===== config.mk =====
export PLATFORM = sky130hd
export DESIGN_NAME = fp_addsub_arbiter
export DESIGN_NICKNAME = d
export VERILOG_FILES = /design/src/rtl/fp_pkg.sv /design/src/rtl/cong_tru.sv /design/src/rtl/fp_addsub_arbiter.sv
export SDC_FILE = /design/constraint.sdc
export NUM_CORES = 1
export LEC_CHECK = 0
export CAP_MARGIN = 30
export CORE_MARGIN = 8
export CORE_UTILIZATION = 56
export CTS_BUF_LIST = sky130_fd_sc_hd__clkbuf_4 sky130_fd_sc_hd__clkbuf_8
export DETAILED_ROUTE_END_ITERATION = 6
export GPL_TIMING_DRIVEN = 0
export PLACE_DENSITY = 0.79
export SLEW_MARGIN = 0
export SYNTH_ARGS = -nofsm -noshare
export SYNTH_HDL_FRONTEND = slang
export SYNTH_SLANG_ARGS = --single-unit

===== constraint.sdc =====
create_clock -name clk -period 29.2 [get_ports clk]
set_clock_uncertainty 0.1 [all_clocks]
set_input_delay 5.84 -clock clk [delete_from_list [all_inputs] [get_ports clk]]
set_output_delay 5.84 -clock clk [all_outputs]
set_load 0.02 [all_outputs]

===== src/rtl/fp_pkg.sv =====
`default_nettype none
// ============================================================================
// Module      : fp_pkg
// Description : Shared types and constants for the single-precision add/sub
//               arbiter and its combinational adder.
// Revision    : 1.0 - initial release
// ============================================================================
package fp_pkg;

    typedef enum logic [1:0] {
        IDLE = 2'd0,
        EXEC = 2'd1,
        HOLD = 2'd2
    } state_t;

    localparam logic [7:0] FP_EXP_MAX = 8'hFF;
    localparam logic       OP_ADD     = 1'b0;
    localparam logic       OP_SUB     = 1'b1;

    // Leading-zero count of the 28-bit adder sum; 28 when the sum is zero.
    function automatic logic [4:0] clz28(input logic [27:0] v);
        logic [4:0] n;
        logic       found;
        n     = 5'd28;
        found = 1'b0;
        for (int i = 27; i >= 0; i--) begin
            if (!found && v[i]) begin
                n     = 5'(27 - i);
                found = 1'b1;
            end
        end
        return n;
    endfunction

endpackage
`default_nettype wire


===== src/rtl/cong_tru.sv =====
`default_nettype none
// ============================================================================
// Module      : cong_tru
// Description : Combinational IEEE-754 single-precision add/subtract,
//               round-to-nearest-even, subnormals flushed to zero.
// Revision    : 1.0 - initial release
// ============================================================================
module cong_tru
    import fp_pkg::*;
(
    input  logic [31:0] i_a,
    input  logic [31:0] i_b,
    input  logic        i_op,
    output logic [31:0] o_result
);

    logic               w_signA, w_signB, w_signL, w_signS, w_swap;
    logic [7:0]         w_expA, w_expB, w_expL, w_expS, w_expDiff;
    logic [22:0]        w_fracA, w_fracB, w_fracL, w_fracS, w_fracOut;
    logic [23:0]        w_mantL, w_mantS;
    logic [26:0]        w_mantLx, w_mantSx, w_aligned, w_lostMask;
    logic [27:0]        w_sum, w_norm;
    logic [4:0]         w_lzc;
    logic [23:0]        w_mant24;
    logic               w_guard, w_sticky, w_roundUp;
    logic [24:0]        w_rounded;
    logic signed [9:0]  w_exp10, w_expFinal;

    always_comb begin
        w_signA = i_a[31];
        w_signB = i_b[31] ^ (i_op == OP_SUB);
        w_expA  = i_a[30:23];
        w_expB  = i_b[30:23];
        w_fracA = (w_expA == 8'h00) ? 23'h0 : i_a[22:0];
        w_fracB = (w_expB == 8'h00) ? 23'h0 : i_b[22:0];

        // Order by magnitude so the subtraction below never goes negative.
        w_swap  = {w_expB, w_fracB} > {w_expA, w_fracA};
        w_signL = w_swap ? w_signB : w_signA;
        w_signS = w_swap ? w_signA : w_signB;
        w_expL  = w_swap ? w_expB  : w_expA;
        w_expS  = w_swap ? w_expA  : w_expB;
        w_fracL = w_swap ? w_fracB : w_fracA;
        w_fracS = w_swap ? w_fracA : w_fracB;
        w_mantL = {w_expL != 8'h00, w_fracL};
        w_mantS = {w_expS != 8'h00, w_fracS};

        w_expDiff  = w_expL - w_expS;
        w_mantLx   = {w_mantL, 3'b000};
        w_mantSx   = {w_mantS, 3'b000};
        w_lostMask = ~(27'h7FF_FFFF << w_expDiff);
        // Guard, round and sticky bits: anything shifted out ORs into bit 0.
        if (w_expDiff >= 8'd27) begin
            w_aligned = {26'h0, |w_mantS};
        end else begin
            w_aligned = (w_mantSx >> w_expDiff) | {26'h0, |(w_mantSx & w_lostMask)};
        end

        if (w_signL == w_signS) begin
            w_sum = {1'b0, w_mantLx} + {1'b0, w_aligned};
        end else begin
            w_sum = {1'b0, w_mantLx} - {1'b0, w_aligned};
        end

        w_lzc     = clz28(w_sum);
        w_norm    = w_sum << w_lzc;
        w_exp10   = $signed({2'b00, w_expL}) + 10'sd1 - $signed({5'b00000, w_lzc});
        w_mant24  = w_norm[27:4];
        w_guard   = w_norm[3];
        w_sticky  = |w_norm[2:0];
        w_roundUp = w_guard & (w_sticky | w_mant24[0]);
        w_rounded = {1'b0, w_mant24} + {24'h0, w_roundUp};

        w_expFinal = w_exp10 + $signed({9'h000, w_rounded[24]});
        w_fracOut  = w_rounded[24] ? w_rounded[23:1] : w_rounded[22:0];

        if (w_sum == 28'h0) begin
            o_result = {w_signL & w_signS, 31'h0};
        end else if (w_expFinal >= 10'sd255) begin
            o_result = {w_signL, FP_EXP_MAX, 23'h0};
        end else if (w_expFinal <= 10'sd0) begin
            o_result = {w_signL, 31'h0};
        end else begin
            o_result = {w_signL, w_expFinal[7:0], w_fracOut};
        end
    end

endmodule
`default_nettype wire


===== src/rtl/fp_addsub_arbiter.sv =====
`default_nettype none
// ============================================================================
// Module      : fp_addsub_arbiter
// Description : Round-robin sharing of one cong_tru adder between two
//               requesters, one operation in flight, registered response.
// Revision    : 1.0 - initial release
// ============================================================================
module fp_addsub_arbiter
    import fp_pkg::*;
#(
    parameter int TAG_W = 4
) (
    input  logic             clk,
    input  logic             rst,
    input  logic             req0_valid,
    output logic             req0_ready,
    input  logic [31:0]      req0_a,
    input  logic [31:0]      req0_b,
    input  logic             req0_op,
    input  logic [TAG_W-1:0] req0_tag,
    input  logic             req1_valid,
    output logic             req1_ready,
    input  logic [31:0]      req1_a,
    input  logic [31:0]      req1_b,
    input  logic             req1_op,
    input  logic [TAG_W-1:0] req1_tag,
    output logic             rsp0_valid,
    input  logic             rsp0_ready,
    output logic [31:0]      rsp0_result,
    output logic             rsp0_exc,
    output logic [TAG_W-1:0] rsp0_tag,
    output logic             rsp1_valid,
    input  logic             rsp1_ready,
    output logic [31:0]      rsp1_result,
    output logic             rsp1_exc,
    output logic [TAG_W-1:0] rsp1_tag,
    output logic             busy,
    output logic [15:0]      op_count
);

    state_t           r_state, w_nextState;
    logic [31:0]      r_opA, r_opB, r_result, w_adderResult;
    logic             r_op, r_owner, r_exc, r_lastGrant;
    logic [TAG_W-1:0] r_tag;
    logic [15:0]      r_opCount;

    logic             w_grant0, w_grant1, w_accept, w_rspHandshake;
    logic [31:0]      w_selA, w_selB;
    logic             w_selOp, w_selExc;
    logic [TAG_W-1:0] w_selTag;

    always_comb begin
        w_grant0 = 1'b0;
        w_grant1 = 1'b0;
        if (r_state == IDLE && !rst) begin
            // On a tie the requester that did not win last time goes first.
            if (req0_valid && req1_valid) begin
                w_grant0 = r_lastGrant;
                w_grant1 = ~r_lastGrant;
            end else begin
                w_grant0 = req0_valid;
                w_grant1 = req1_valid;
            end
        end
    end

    assign w_accept       = w_grant0 | w_grant1;
    assign w_rspHandshake = (r_state == HOLD) && (r_owner ? rsp1_ready : rsp0_ready);

    assign w_selA   = w_grant1 ? req1_a   : req0_a;
    assign w_selB   = w_grant1 ? req1_b   : req0_b;
    assign w_selOp  = w_grant1 ? req1_op  : req0_op;
    assign w_selTag = w_grant1 ? req1_tag : req0_tag;
    assign w_selExc = (w_selA[30:23] == FP_EXP_MAX) | (w_selB[30:23] == FP_EXP_MAX);

    always_ff @(posedge clk or posedge rst) begin
        if (rst) begin
            r_state <= IDLE;
        end else begin
            r_state <= w_nextState;
        end
    end

    always_comb begin
        w_nextState = r_state;
        case (r_state)
            IDLE:    if (w_accept) w_nextState = EXEC;
            EXEC:    w_nextState = HOLD;
            HOLD:    if (w_rspHandshake) w_nextState = IDLE;
            default: w_nextState = IDLE;
        endcase
    end

    always_comb begin
        req0_ready = w_grant0;
        req1_ready = w_grant1;
        rsp0_valid = (r_state == HOLD) && !r_owner;
        rsp1_valid = (r_state == HOLD) &&  r_owner;
        busy       = (r_state != IDLE);
    end

    always_ff @(posedge clk or posedge rst) begin
        if (rst) begin
            r_opA       <= 32'h0;
            r_opB       <= 32'h0;
            r_op        <= 1'b0;
            r_tag       <= '0;
            r_owner     <= 1'b0;
            r_exc       <= 1'b0;
            r_lastGrant <= 1'b1;
            r_result    <= 32'h0;
            r_opCount   <= 16'h0;
        end else begin
            if (w_accept) begin
                r_opA       <= w_selA;
                r_opB       <= w_selB;
                r_op        <= w_selOp;
                r_tag       <= w_selTag;
                r_owner     <= w_grant1;
                r_exc       <= w_selExc;
                r_lastGrant <= w_grant1;
            end
            if (r_state == EXEC) begin
                r_result <= r_exc ? 32'h0 : w_adderResult;
            end
            if (w_rspHandshake) begin
                r_opCount <= r_opCount + 16'h1;
            end
        end
    end

    cong_tru u_adder (
        .i_a      (r_opA),
        .i_b      (r_opB),
        .i_op     (r_op),
        .o_result (w_adderResult)
    );

    assign rsp0_result = r_result;
    assign rsp1_result = r_result;
    assign rsp0_exc    = r_exc;
    assign rsp1_exc    = r_exc;
    assign rsp0_tag    = r_tag;
    assign rsp1_tag    = r_tag;
    assign op_count    = r_opCount;

endmodule
`default_nettype wire

==> impl_metrics.json <==
{
  "grtUsageTotal_pct": 41.4,
  "dp_hpwl_um": 62400,
  "rsz0062_at_grt": "false",
  "start_kind": "flip-flop",
  "violations": "DRC",
  "dp.cells": 3166,
  "wire_per_inst_um": 24.8,
  "grt_pass1_wl_um": 122000,
  "seq_area_frac_synth_pct": 17.5,
  "dieWidth_um": 193,
  "syn_inst": 2530,
  "slowest_delay_ps": 900,
  "crit_path_frequent_cell": "clkbuf_1",
  "synth_nets": 2777,
  "dieArea_mm2": 0.0371,
  "synth_cell_types": 110,
  "cts_sinks": 122,
  "cts_root_buf": "clkbuf_8",
  "syn_to_final_growth_pct": 19.0,
  "core_mm2": 0.0307,
  "vias": 22400,
  "gp_congestion": 1.12,
  "fin_cells": 3200,
  "drc": 9,
  "max_freq_mhz": 41.5,
  "tritoncts": "built",
  "avgSynthCellArea_um2": 6.90,
  "htreeDepth": 4,
  "antennaDiodeCount": 0,
  "max_slew_margin_pct": 16.0,
  "gr-total-overflow": 0,
  "synth_area_mm2": 0.0175,
  "drtPass1Iterations": 7,
  "worstHoldStart": "op_count[13]",
  "grt_max_degree": 63,
  "first_global_vias": 21700,
  "ys.flop_type": "dfrtp_1",
  "finalMaxSlewViolations": 0,
  "required_ps": 29490,
  "max-cap-violations": 0,
  "end_kind": "flip-flop",
  "cts_hold_buf": 0,
  "crit_family": "buffers and inverters",
  "cp.arrival_ps": 24380,
  "wl_um": 79500,
  "postRouteAntennaNets": 0,
  "via_per_inst": 7.01,
  "insertion_delay_ps": 460,
  "setup_viol": 0,
  "die_y_um": 193,
  "antenna_found_initial": 1,
  "std_cell_rows": 64,
  "ioPinCount": 239,
  "final_common_cell": "nand2_1",
  "nets": 3038,
  "min_period_over_period_pct": 82.5,
  "dr.first_iter.drc_count": 3225,
  "initial_core_util_pct": 57.0,
  "clk_pin_slew_ps": 90,
  "criticalPathCategory": "flip-flop to flip-flop",
  "status": "finished, violations left",
  "yosysWarnings": 0,
  "drive_gt1_share_pct": 7.31,
  "fillers": 2520,
  "cts_buffer_depth": 2,
  "finalHoldViolCount": 0,
  "ctsResizeCount": 0,
  "synthArstFlopShare_pct": 100,
  "timing.final.crit_period_ps": 24090,
  "numCtsBuffers": 17,
  "hold_class": "flip-flop to flip-flop",
  "startpoint": "r_opA[26]",
  "port_buffers": 238,
  "cts_setup_buffers": 0,
  "fin_setup_tns_ps": 0,
  "tightest_slew_ps": 1260,
  "ys_seq_elements": 122,
  "reg2reg_from": "r_opA[26]",
  "crit_fanout": 10,
  "crit_slowest_cell": "nor4_1",
  "synth_edf_count": 0,
  "critPathBufInv": 19,
  "final_cell_mix": "nand2_1, nor2_1, clkdlybuf4s50_1, a21oi_1, o21ai_0"
}
-- sequential cells by signal (all words and copies together) (netlist names) --
| register | count |
|---|---|
| r_opA | 32 |
| r_opB | 32 |
| rsp0_result | 32 |
| op_count | 16 |
| rsp0_tag | 4 |
| r_state | 2 |
| r_lastGrant | 1 |
| r_op | 1 |
| r_owner | 1 |
| rsp0_exc | 1 |
-- per-layer routing --
metal	up-vias	track usage (%)	wire length [µm]
li1	9745	-	-
met1	10200	49.6	28400
met2	1968	65.8	35500
met3	465	11.4	10200
met4	2	24.0	5470
met5	-	0	13
-- path summary, 6_finish.rpt --
path / end / slack, ps / cells after the start
hold reg to reg: op_count[13] / 420 / 1
min in group asynchronous: op_count[11] / 5810 / 2
max in group asynchronous: r_lastGrant / 22420 / 3
setup / recovery: rsp0_result[16] / 5110 / 76
setup reg to reg: rsp0_result[16] / 5110 / 76
hold / removal: op_count[13] / 420 / 1
-- cell families (layout without fill, tap and decap cells) --
kind of cell             count (synthesis)  after routing  share of synthesized area [%]
flip-flops                             122            122                           17.5
XOR/XNOR                                63             63                           3.20
adder cells (fa/ha/maj)                103            103                           7.46
multiplexers                            69             69                           4.94
buffers and inverters                  308            582                           7.98
AND/OR/NAND/NOR                       1077           1077                           28.7
AO/OA/AOI/OAI                          788            788                           30.2
-- cells in the mapped netlist (12+ instances only) --
cell type	instances	area share, %
clkbuf_1	104	2.2
o31ai_1	18	0.77
a211oi_1	26	1.1
o21ai_1	18	0.52
nor4_1	18	0.64
nand2b_1	22	0.79
a31oi_1	96	3.4
and2_1	23	0.82
buf_4	41	1.8
nand4_1	40	1.4
nand3_1	99	2.8
dfrtp_1	121	17
and3_1	20	0.72
a21o_1	27	1.2
nor2_1	270	5.8
or2_2	12	0.43
o22ai_1	16	0.57
o21a_1	22	0.95
o211ai_1	38	1.6
o221ai_1	14	0.70
ha_1	101	7.2
mux2i_1	45	2.6
o21bai_1	22	0.95
nand2_1	394	8.5
nor2b_1	19	0.68
o21ai_0	152	4.4
xor2_1	20	1.0
nor3_1	74	2.1
buf_2	27	0.77
inv_1	110	2.4
mux4_2	12	1.5
a22oi_1	15	0.64
a21oi_1	165	4.7
or3_1	31	1.1
xnor2_1	42	2.1
-- layout make-up --
class	count	area (µm²)	area share (%)
clock inverters	13	135	0.650
multi-input cells	2100	13000	62.6
plain buffers	189	942	4.53
well taps	396	495	2.38
inverters	119	454	2.18
repair buffers	242	2430	11.7
clock buffers	19	255	1.23
flip-flops and latches	122	3050	14.7
-- metrics by stage --
step	cell area [µm²]	utilization [%]	hold slack (ps)	worst slack, ps
2_1_floorplan	17500	-	409	12540
3_3_place_gp	20300	66.3	362	7130
3_5_place_dp	20400	66.5	381	6740
4_1_cts	20800	67.7	417	6520
5_1_grt	20800	67.8	431	4360
6_report	20800	67.8	422	5110
Power is left out: the tool's default activity adds up to more than one toggle a clock period on the data nets, which glitch-free logic cannot reach.
